$ cat src/rtl/divu_hilo_if.sv
// Issue/result bundle between the EX stage and the DIVU/HI/LO unit.
// Names match the EX-stage wiring so MFHI/MFLO muxing reads HiOut/LoOut directly.
interface divu_hilo_if #(
    parameter int WIDTH = 32
);
    logic             start;
    logic [5:0]       Signal;
    logic [WIDTH-1:0] dataA;
    logic [WIDTH-1:0] dataB;
    logic [WIDTH-1:0] HiOut;
    logic [WIDTH-1:0] LoOut;
    logic             busy;
    logic             done;

    modport master (
        output start, Signal, dataA, dataB,
        input  HiOut, LoOut, busy, done
    );

    modport slave (
        input  start, Signal, dataA, dataB,
        output HiOut, LoOut, busy, done
    );
endinterface

$ cat src/rtl/divu_hilo_unit.sv
// Multi-cycle unsigned restoring divider that owns the HI/LO registers.
// One quotient bit per clock; HI = remainder, LO = quotient.
//
// state  | meaning
// -------+-----------------------------------------------------------
// IDLE   | waiting for a DIVU issue; HI/LO hold the last result
// RUN    | one shift-subtract iteration per edge, WIDTH iterations
// FIN    | copy {R,Q} into HI/LO, pulse done, drop busy
module divu_hilo_unit #(
    parameter int          WIDTH = 32,
    parameter logic [5:0]  DIVU  = 6'b011011
) (
    input  logic       clk,
    input  logic       rst,
    divu_hilo_if.slave bus
);
    localparam int CW = $clog2(WIDTH) + 1;

    localparam logic [1:0] S_IDLE = 2'd0;
    localparam logic [1:0] S_RUN  = 2'd1;
    localparam logic [1:0] S_FIN  = 2'd2;

    logic [1:0]         state_q, state_d;
    logic [2*WIDTH-1:0] rq_q, rq_d;
    logic [WIDTH-1:0]   div_q, div_d;
    logic [CW-1:0]      cnt_q, cnt_d;
    logic [WIDTH-1:0]   hi_q, hi_d;
    logic [WIDTH-1:0]   lo_q, lo_d;
    logic               busy_q, busy_d;
    logic               done_q, done_d;

    logic [WIDTH:0]     rem_ext;
    logic [WIDTH:0]     diff;
    logic               fits;

    // Shifted partial remainder kept WIDTH+1 bits wide so a remainder whose
    // MSB shifts out still compares correctly against the divisor.
    always_comb begin
        rem_ext = rq_q[2*WIDTH-1:WIDTH-1];
        diff    = rem_ext - {1'b0, div_q};
        fits    = ~diff[WIDTH];
    end

    // Next-state logic for the sequencer, working register and HI/LO.
    always_comb begin
        state_d = state_q;
        rq_d    = rq_q;
        div_d   = div_q;
        cnt_d   = cnt_q;
        hi_d    = hi_q;
        lo_d    = lo_q;
        busy_d  = busy_q;
        done_d  = 1'b0;
        case (state_q)
            S_IDLE: begin
                if (bus.start && (bus.Signal == DIVU)) begin
                    rq_d    = {{WIDTH{1'b0}}, bus.dataA};
                    div_d   = bus.dataB;
                    cnt_d   = '0;
                    busy_d  = 1'b1;
                    state_d = S_RUN;
                end
            end
            S_RUN: begin
                rq_d  = {(fits ? diff[WIDTH-1:0] : rem_ext[WIDTH-1:0]),
                         rq_q[WIDTH-2:0], fits};
                cnt_d = cnt_q + CW'(1);
                if (cnt_q == CW'(WIDTH - 1)) begin
                    state_d = S_FIN;
                end
            end
            S_FIN: begin
                hi_d    = rq_q[2*WIDTH-1:WIDTH];
                lo_d    = rq_q[WIDTH-1:0];
                done_d  = 1'b1;
                busy_d  = 1'b0;
                state_d = S_IDLE;
            end
            default: begin
                state_d = S_IDLE;
            end
        endcase
    end

    // State registers; reset aborts any division without a done pulse.
    always_ff @(posedge clk or posedge rst) begin
        if (rst) begin
            state_q <= S_IDLE;
            rq_q    <= '0;
            div_q   <= '0;
            cnt_q   <= '0;
            hi_q    <= '0;
            lo_q    <= '0;
            busy_q  <= 1'b0;
            done_q  <= 1'b0;
        end else begin
            state_q <= state_d;
            rq_q    <= rq_d;
            div_q   <= div_d;
            cnt_q   <= cnt_d;
            hi_q    <= hi_d;
            lo_q    <= lo_d;
            busy_q  <= busy_d;
            done_q  <= done_d;
        end
    end

    assign bus.HiOut = hi_q;
    assign bus.LoOut = lo_q;
    assign bus.busy  = busy_q;
    assign bus.done  = done_q;

endmodule

$ cat src/flat_wrapper.sv
// flat-port wrapper written by rule: the top's interface ports become plain ports
module divu_hilo_unit_flat 
#(
    parameter int          WIDTH = 32,
    parameter logic [5:0]  DIVU  = 6'b011011
)
  (clk, rst, bus_start, bus_Signal, bus_dataA, bus_dataB, bus_HiOut, bus_LoOut, bus_busy, bus_done);
  divu_hilo_if #(.WIDTH(WIDTH)) bus_i ();
  input  logic clk;
  input  logic rst;
  input wire logic [$bits(bus_i.start)-1:0] bus_start;
  input wire logic [$bits(bus_i.Signal)-1:0] bus_Signal;
  input wire logic [$bits(bus_i.dataA)-1:0] bus_dataA;
  input wire logic [$bits(bus_i.dataB)-1:0] bus_dataB;
  output wire logic [$bits(bus_i.HiOut)-1:0] bus_HiOut;
  output wire logic [$bits(bus_i.LoOut)-1:0] bus_LoOut;
  output wire logic [$bits(bus_i.busy)-1:0] bus_busy;
  output wire logic [$bits(bus_i.done)-1:0] bus_done;
  assign bus_i.start = bus_start;
  assign bus_i.Signal = bus_Signal;
  assign bus_i.dataA = bus_dataA;
  assign bus_i.dataB = bus_dataB;
  assign bus_HiOut = bus_i.HiOut;
  assign bus_LoOut = bus_i.LoOut;
  assign bus_busy = bus_i.busy;
  assign bus_done = bus_i.done;
  divu_hilo_unit #(.WIDTH(WIDTH), .DIVU(DIVU)) u_core (.clk(clk), .rst(rst), .bus(bus_i));
endmodule
$ cat config.mk
export PLATFORM = sky130hd
export DESIGN_NAME = divu_hilo_unit_flat
export DESIGN_NICKNAME = d
export VERILOG_FILES = /design/src/rtl/divu_hilo_if.sv /design/src/rtl/divu_hilo_unit.sv /design/src/flat_wrapper.sv
export SDC_FILE = /design/constraint.sdc
export NUM_CORES = 1
export LEC_CHECK = 0
export CORE_MARGIN = 5
export CORE_UTILIZATION = 50
export DETAILED_ROUTE_END_ITERATION = 10
export PLACE_DENSITY = 0.73
export SYNTH_ARGS = -nofsm -noshare
export SYNTH_HDL_FRONTEND = slang
export SYNTH_SLANG_ARGS = --single-unit
$ cat constraint.sdc
create_clock -name clk -period 16.4 [get_ports clk]
set_input_delay 2.46 -clock clk [delete_from_list [all_inputs] [get_ports clk]]
set_output_delay 2.46 -clock clk [all_outputs]
set_load 0.02 [all_outputs]
[Word-level counts from Yosys, hierarchy flattened]
Cells that the tools add are included.
Storage, ports and cells
  output and inout port bits: 66
  register bits after elaboration: 170
Cells by class
  reductions and logical operators: 8
  bitwise operators: 1
  $add $sub $neg: 2
  mux-type cells: 11
  equal/unequal tests: 6
Operator list (count)
  $pmux 64 s2: 1
  $mux 64: 1
  $sub 33x32->33: 1
  $mux 32: 1
  $eq 6x5->1 const B: 2
  $pmux 6 s2: 1
  $reduce_and 2->1: 4
  $add 6x1->6 const B: 1
  $mux 6: 1
  $mux 2: 2
  $ne 2x1->1 const B: 2
  $pmux 2 s2: 1
  $reduce_bool 2->1: 2
  $eq 2x1->1 const B: 1
  $eq 2x2->1 const B: 1
  $logic_not 2->1: 1
  $mux 1: 2
  $pmux 1 s2: 1
  $logic_and 1x1->1: 1
  $not 1->1: 1

[Longest topological paths before layout]
Gate-level depths: netlist (run 1).
  word-level depth: 4
  mapped depth: 14
  depth with buffers taken out: 12

[Worst setup path after synthesis (run 1)]
OpenSTA, ideal clock, no wires.
  path kind: input to register
  start: input bus_Signal[3]
  end: register u_core.div_q[10]
  path slack: 12.600 ns
  data arrival time: 3.675 ns
  cell stages on the path: 5
  buffers on the path: 2
  setup time: 0.125 ns
  path through: nor4bb_1 -> nand4_1 -> clkbuf_1 -> buf_1 -> mux2_2
Between the ends
  word-level cells in the longest chain between the ends: 3
Ends and longest elaborated chain
  start: declaration: line flat_wrapper.sv:12  | input wire logic [$bits(bus_i.Signal)-1:0] bus_Signal;
  $eq 6x5->1: line divu_hilo_unit.sv:56  | if (bus.start && (bus.Signal == DIVU)) begin
  $logic_and 1x1->1: line divu_hilo_unit.sv:56
  $reduce_and 2->1 (no line)
  end signal: assignment: line divu_hilo_unit.sv:99  | div_q <= div_d;
  end: declaration: line divu_hilo_unit.sv:25  | logic [WIDTH-1:0] div_q, div_d;
Every way passes these cells.
A chain may end at the register's enable or synchronous reset.

[Final worst setup path (run 1)]
  start: input bus_Signal[3]
  end: register u_core.cnt_q[2]
Between the ends
  word-level cells in the longest chain between the ends: 4
Ends and longest elaborated chain
  $eq 6x5->1: line divu_hilo_unit.sv:56
  $logic_and 1x1->1: line divu_hilo_unit.sv:56
  $ne 2x1->1 (no line)
  $reduce_and 2->1 (no line)
  end signal: assignment: line divu_hilo_unit.sv:100  | cnt_q <= cnt_d;
  end: declaration: line divu_hilo_unit.sv:26  | logic [CW-1:0] cnt_q, cnt_d;
Every way passes these cells.

==> results of run 1 <==
[how the worst max path moves through the flow]
stage	slack, ns	cells past startpoint	endpoint
floorplan	9.34	1	u_core.bus.HiOut[0]
global placement	11.18	8	u_core.cnt_q[2]
detailed placement	11.13	8	u_core.cnt_q[2]
CTS	11.59	8	u_core.cnt_q[2]
global route	11.35	8	u_core.cnt_q[3]
finish	11.63	8	u_core.cnt_q[2]
[worst register-to-register path: stages (launching register included)]
cell	delay [ns]
dfrtp_1	0.35
inv_1	0.08
ha_1	0.22
inv_1	0.07
fa_1	0.24
a211oi_2	0.10
o21ai_2	0.27
o2111ai_2	0.21
a21bo_2	0.31
a41o_1	0.47
a21oi_4	0.81
xnor2_2	0.32
a311o_1	0.42
[routing by layer]
layer	track usage, %	vias to the layer above	part of all wire [%]	wire length, um
met3	4.028	24	7.6	1920
met5	0	-	0	0
met1	33.14	4093	46	11570
met4	5.767	0	1.3	336
met2	34.66	305	45	11300
li1	-	4109	-	-
[cell type report]
| cell class | count | share of cell area (%) |
|---|---|---|
| multi-input combinational | 823 | 42.35 |
| sequential | 170 | 36.01 |
| clock inverter | 15 | 1.462 |
| inverter | 44 | 1.440 |
| tap | 265 | 2.807 |
| clock buffer | 17 | 3.601 |
| timing repair buffer | 148 | 12.33 |
[report_power, final]
group / total (W) / switching (W) / internal (W)
Combinational: 0.00120 / 0.000715 / 0.000484
Sequential: 0.000709 / 0.000141 / 0.000568
Clock: 0.000401 / 0.000195 / 0.000206
[flip-flops by register name, summed over array words and instances (netlist names)]
register,cells
u_core.bus.HiOut,32
u_core.bus.LoOut,32
u_core.bus.busy,1
u_core.bus.done,1
u_core.cnt_q,6
u_core.div_q,32
u_core.rq_q,64
u_core.state_q,2
[per-stage QoR]
stage | setup WS (ns) | area [um2] | total power, W
finish | 11.63 | 11810 | 0.002309
global route | 11.35 | 11810 | 0.002472
CTS | 11.59 | 11810 | 0.002307
detailed placement | 11.13 | 11220 | 0.001896
global placement | 11.18 | 11220 | 0.001874
floorplan | 9.337 | 9721 | 0.001528
[cells in the final DEF (no fill, tap or decap), types with 3 or more instances in the layout]
master and n:
a211oi_1 22, xnor2_1 10, a21o_1 13, dfrtp_1 170
nand2b_1 6, a221oi_1 10, mux2i_1 19, nand3b_1 17
a31oi_1 3, or2_2 3, clkdlybuf4s50_1 138, a2111o_1 8
inv_8 6, nor3b_1 14, nor3_1 30, nand4b_1 3
clkbuf_16 17, o21ai_0 27, o22ai_1 31, nand2_1 244
nand4_1 24, inv_1 42, inv_6 3, and3_1 8
o21ai_1 4, buf_4 10, xor2_1 9, o31ai_1 5
and2_1 4, and4_1 4, mux2_2 36, o211ai_1 12
or3_1 5, a21oi_1 42, nor2_1 84, ha_1 33
a211o_1 3, nand3_1 51, clkinv_8 4
[logic make-up (layout without fill, tap and decap cells)]
family,Yosys count,count (layout),synth area share (%)
flip-flops,170,170,43.76
AND/OR/NAND/NOR,514,514,24.37
adder cells (fa/ha/maj),34,34,4.454
buffers and inverters,116,224,4.917
multiplexers,55,55,6.127
XOR/XNOR,20,20,1.879
AO/OA/AOI/OAI,200,200,14.49
==> results.toml, run 1 <==
[critical_path]
rr_worst_depth = 12
r2r_setup_slack_ns = 12.42
cp_top_family = "simple AND/OR/NAND/NOR gates"
crit_path_cell_trace = "clkdlybuf4s50_1 -> nor4bb_1 -> nand4_1 -> buf_4 -> nand2_1 -> o21ai_0 -> nand2_1 -> o21ai_0"
crit_start = "bus_Signal[3]"
critPathRequiredTime_ns = 16.71
crit_slowest_cell = "nand2_1"
timing.rr.start = "u_core.rq_q[31]"
crit_type = "in2reg"
critical_path.max_stage_delay_ns = 0.92
worstPathMaxFanout = 76
timing.rr.end = "u_core.rq_q[37]"
cp-end-kind = "flip-flop"
crit_arrival_ns = 5.07
start_kind = "input pin"
crit_buf_inv = 2

[clocking]
clock_insertion_delay_worst_skew_ns = 0.43
cts.sinks = 170
cts_max_level = 4
cts_resized = 0
clk_pin_slew_ns = 0.07
numCtsBuffers = 17
cts_root_buffer = "clkbuf_16"
cts_buffer_depth = 2
cts_tree = "yes"
cts_hold_buf = 0
post_cts_buffers = 0

[detailed_routing]
drtIter0Drc = 804
dr.pass1.iters = 7
drt-total-wl_mm = 25.12
drc = 0
vias_per_cell = 5.756
wl_per_cell_um = 16.95
antenna_left = 0
vias = 8531

[global_routing]
grt_use_total_pct = 22.53
grt_max_degree = 100
grt_pass1_vias = 8012
grt_pass1_wl_mm = 41.28
antenna_found_initial = 0
grt_overflow_total = 0

[sta]
finClkSkew_ns = 0.01295
setup_tns_ns = 0
rsz0062_at_grt = "no"
finalCriticalPeriod_ns = 4.767
post-route-period-util_pct = 29.07
tightestPinTransition_ns = 1.232
slew_violations = 0
max_freq_mhz = 209.8
whs_ns = 0.4719
relSlewSlack_pct = 17.57
setup_viol = 0
hold_viol_final = 0

[synthesis]
seq_area_frac_synth_pct = 43.76
synthTopCellsByCount = "244 x nand2_1, 170 x dfrtp_1, 85 x nor2_1, 51 x nand3_1, 50 x clkbuf_1"
syn_inst = 1109
syn_avg_cell_area_um2 = 8.765
synth_ff_type = "dfrtp_1"
synth_top_area_share_pct = 43.76
syn-cell-area_um2 = 9721
yosys.cell_count.top_type = "nand2_1"
synthTopCellsByArea = "dfrtp_1 44%, nand2_1 9.4%, ha_1 4.2%, mux2_2 4.2%, nor2_1 3.3%"
synth_top_area_cell = "dfrtp_1"
synth_warnings = 0
synth_cell_types = 67
synth-seq-cells = 170
async_reset_ff_share_pct = 100.0
synth_edf_count = 0
synth_nets = 1216

[place]
place_inst = 1450
port_buffers = 138
dpl.hpwl_mm = 16.80
gp_congestion = 0.8953

[min_path]
hold_end = "u_core.bus.HiOut[18]"
hp-class = "reg2reg"
min_path_cells = 2
hold_start = "u_core.bus.HiOut[18]"

[power]
vdd_drop_max_mv = 0.08573
p_leak_nw = 5.258
powerDensity_nw_per_um2 = 195.5

[final_layout]
drive_gt1_share_pct = 8.381
area_delta_synth_final_pct = 21.53
nFillCells = 1714
multiInputGateArea_um2 = 5004
nets = 1311
diodes = 0
instances_no_fill = 1482
final_core_util_pct = 61.30
regArea_um2 = 4254

[floorplan]
dieArea_um2 = 22330
die_w_um = 149.4
ioPinCount = 139
coreArea_um2 = 19270
fp.dieH_um = 149.4
rows = 51
initial_core_util_pct = 50.44

[run_status]
status = "complete, no violations"

[flow_run]
max_cap_violations = 0
Note: power is estimated with default switching activity, not from simulation.
==> inputs of run 2 (changes only) <==
Settings changed: PLACE_DENSITY 0.73 to 0.76.
Clock period 16.4 ns to 3.88 ns, I/O delays scaled along.
==> results.toml, run 2 (synthesis results as in run 1) <==
[critical_path]
crit_arrival_ns = 3.72
worstPathMaxFanout = 14
crit_top_cell = "inv_1"
timing.rr.start = "u_core.rq_q[31]"
start_kind = "flip-flop"
cp-end-kind = "flip-flop"
crit_slowest_cell = "a21oi_4"
rr_worst_depth = 13
r2r_setup_slack_ns = 0.47
crit_type = "reg2reg"
crit_path_cell_trace = "inv_1 -> ha_1 -> inv_1 -> fa_1 -> a211oi_2 -> o21ai_2 -> o2111ai_2 -> a21bo_2 -> a41o_1 -> a21oi_4 -> buf_4 -> nor3_1 -> a2111o_1"
critical_path.max_stage_delay_ns = 0.47
crit_buf_inv = 3
cp_top_family = "compound AO/OA/AOI/OAI gates"
critPathRequiredTime_ns = 4.18
timing.rr.end = "u_core.rq_q[35]"

[global_routing]
grt_max_degree = 79
antenna_found_initial = 0
grt_overflow_total = 0
grt_pass1_vias = 8208
grt_pass1_wl_mm = 42.21
grt_use_total_pct = 23.20

[place]
port_buffers = 138
place_inst = 1460
gp_congestion = 0.9183
dpl.hpwl_mm = 17.80

[flow_run]
max_cap_violations = 0

[sta]
rsz0062_at_grt = "no"
relSlewSlack_pct = 21.43
tightestPinTransition_ns = 1.177
finClkSkew_ns = 0.009397
slew_violations = 0
setup_viol = 0
hold_viol_final = 0
post-route-period-util_pct = 87.98
finalCriticalPeriod_ns = 3.413
setup_tns_ns = 0
max_freq_mhz = 293.0

[detailed_routing]
vias_per_cell = 5.712
drt-total-wl_mm = 25.57
vias = 8523
antenna_left = 0
drc = 0
drtIter0Drc = 766
dr.pass1.iters = 5
wl_per_cell_um = 17.14

[final_layout]
layout_commonest_cell = "nand2_1"
final_core_util_pct = 61.77
diodes = 0
regMostFlops = "u_core.rq_q"
area_delta_synth_final_pct = 22.46
multiInputGateArea_um2 = 5004
instances_no_fill = 1492
regArea_um2 = 4254
final_cell_mix = "244 x nand2_1, 170 x dfrtp_1, 138 x clkdlybuf4s50_1, 84 x nor2_1, 51 x nand3_1"
largest_register_ffs = 64
nFillCells = 1684
drive_gt1_share_pct = 9.128
nets = 1321

[floorplan]
coreArea_um2 = 19270
rows = 51
ioPinCount = 139
dieArea_um2 = 22330
die_w_um = 149.4
fp.dieH_um = 149.4
initial_core_util_pct = 50.44

[min_path]
hold_end = "u_core.bus.LoOut[19]"
hp-class = "reg2reg"
min_path_cells = 2
hold_start = "u_core.bus.LoOut[19]"

[power]
p_leak_nw = 5.299
p_total_w = 0.009869
vdd_drop_max_mv = 0.4121
powerDensity_nw_per_um2 = 829.1

[clocking]
post_cts_buffers = 0
cts_root_buffer = "clkbuf_16"
clock_insertion_delay_worst_skew_ns = 0.43
cts_max_level = 4
cts_resized = 0
cts_hold_buf = 0
clk_pin_slew_ns = 0.07
cts_tree = "yes"
numCtsBuffers = 17
cts_buffer_depth = 2
cts.sinks = 170

[run_status]
status = "complete, no violations"
run 2: metal layers:
metal,part of all wire (%),global-route usage [%],up-vias
met5,0,0,-
met3,6.8,4.361,31
met1,47,34.03,4071
met4,1.2,5.034,0
li1,-,-,4107
met2,45,36.11,314
run 2: tightest hold or removal path, stage by stage, from the launching register on:
cell	delay (ns)
dfrtp_1	0.34
nand2_1	0.05
nand2_1	0.05
run 2: how the worst max path moves through the flow:
stage	startpoint	end	slack, ns	depth (start not counted)
3_5_place_dp	u_core.rq_q[31]	u_core.rq_q[52]	0.56	13
5_1_grt	u_core.rq_q[31]	u_core.rq_q[35]	0.33	13
6_report	u_core.rq_q[31]	u_core.rq_q[35]	0.47	13
3_3_place_gp	u_core.rq_q[31]	u_core.rq_q[39]	0.65	13
2_1_floorplan	u_core.rq_q[31]	u_core.rq_q[43]	0.93	13
4_1_cts	u_core.rq_q[31]	u_core.rq_q[42]	0.52	13
run 2: cell type report:
cell class / instances / share of cell area (%)
clock inverters: 14 / 1.261
flip-flops and latches: 170 / 35.74
inverters: 44 / 1.419
clock buffers: 18 / 3.689
multi-input cells: 823 / 42.03
well taps: 265 / 2.785
repair buffers: 158 / 13.08
run 2: through the flow:
| stage | setup WS, ns | area [um2] | hold slack, ns |
|---|---|---|---|
| 2_1_floorplan | 0.9298 | 9724 | 0.4485 |
| 3_3_place_gp | 0.6472 | 11310 | 0.4565 |
| 3_5_place_dp | 0.5630 | 11310 | 0.4619 |
| 4_1_cts | 0.5246 | 11900 | 0.4790 |
| 5_1_grt | 0.3349 | 11900 | 0.4949 |
| 6_report | 0.4665 | 11900 | 0.4723 |
run 2: power by group:
part           switching [W]  leakage (nW)  total, W  internal (W)
Combinational        0.00304          2.90   0.00516       0.00212
Clock               0.000779         0.282   0.00171      0.000930
Sequential          0.000599          2.12   0.00300       0.00240
Total                0.00442          5.30   0.00987       0.00545
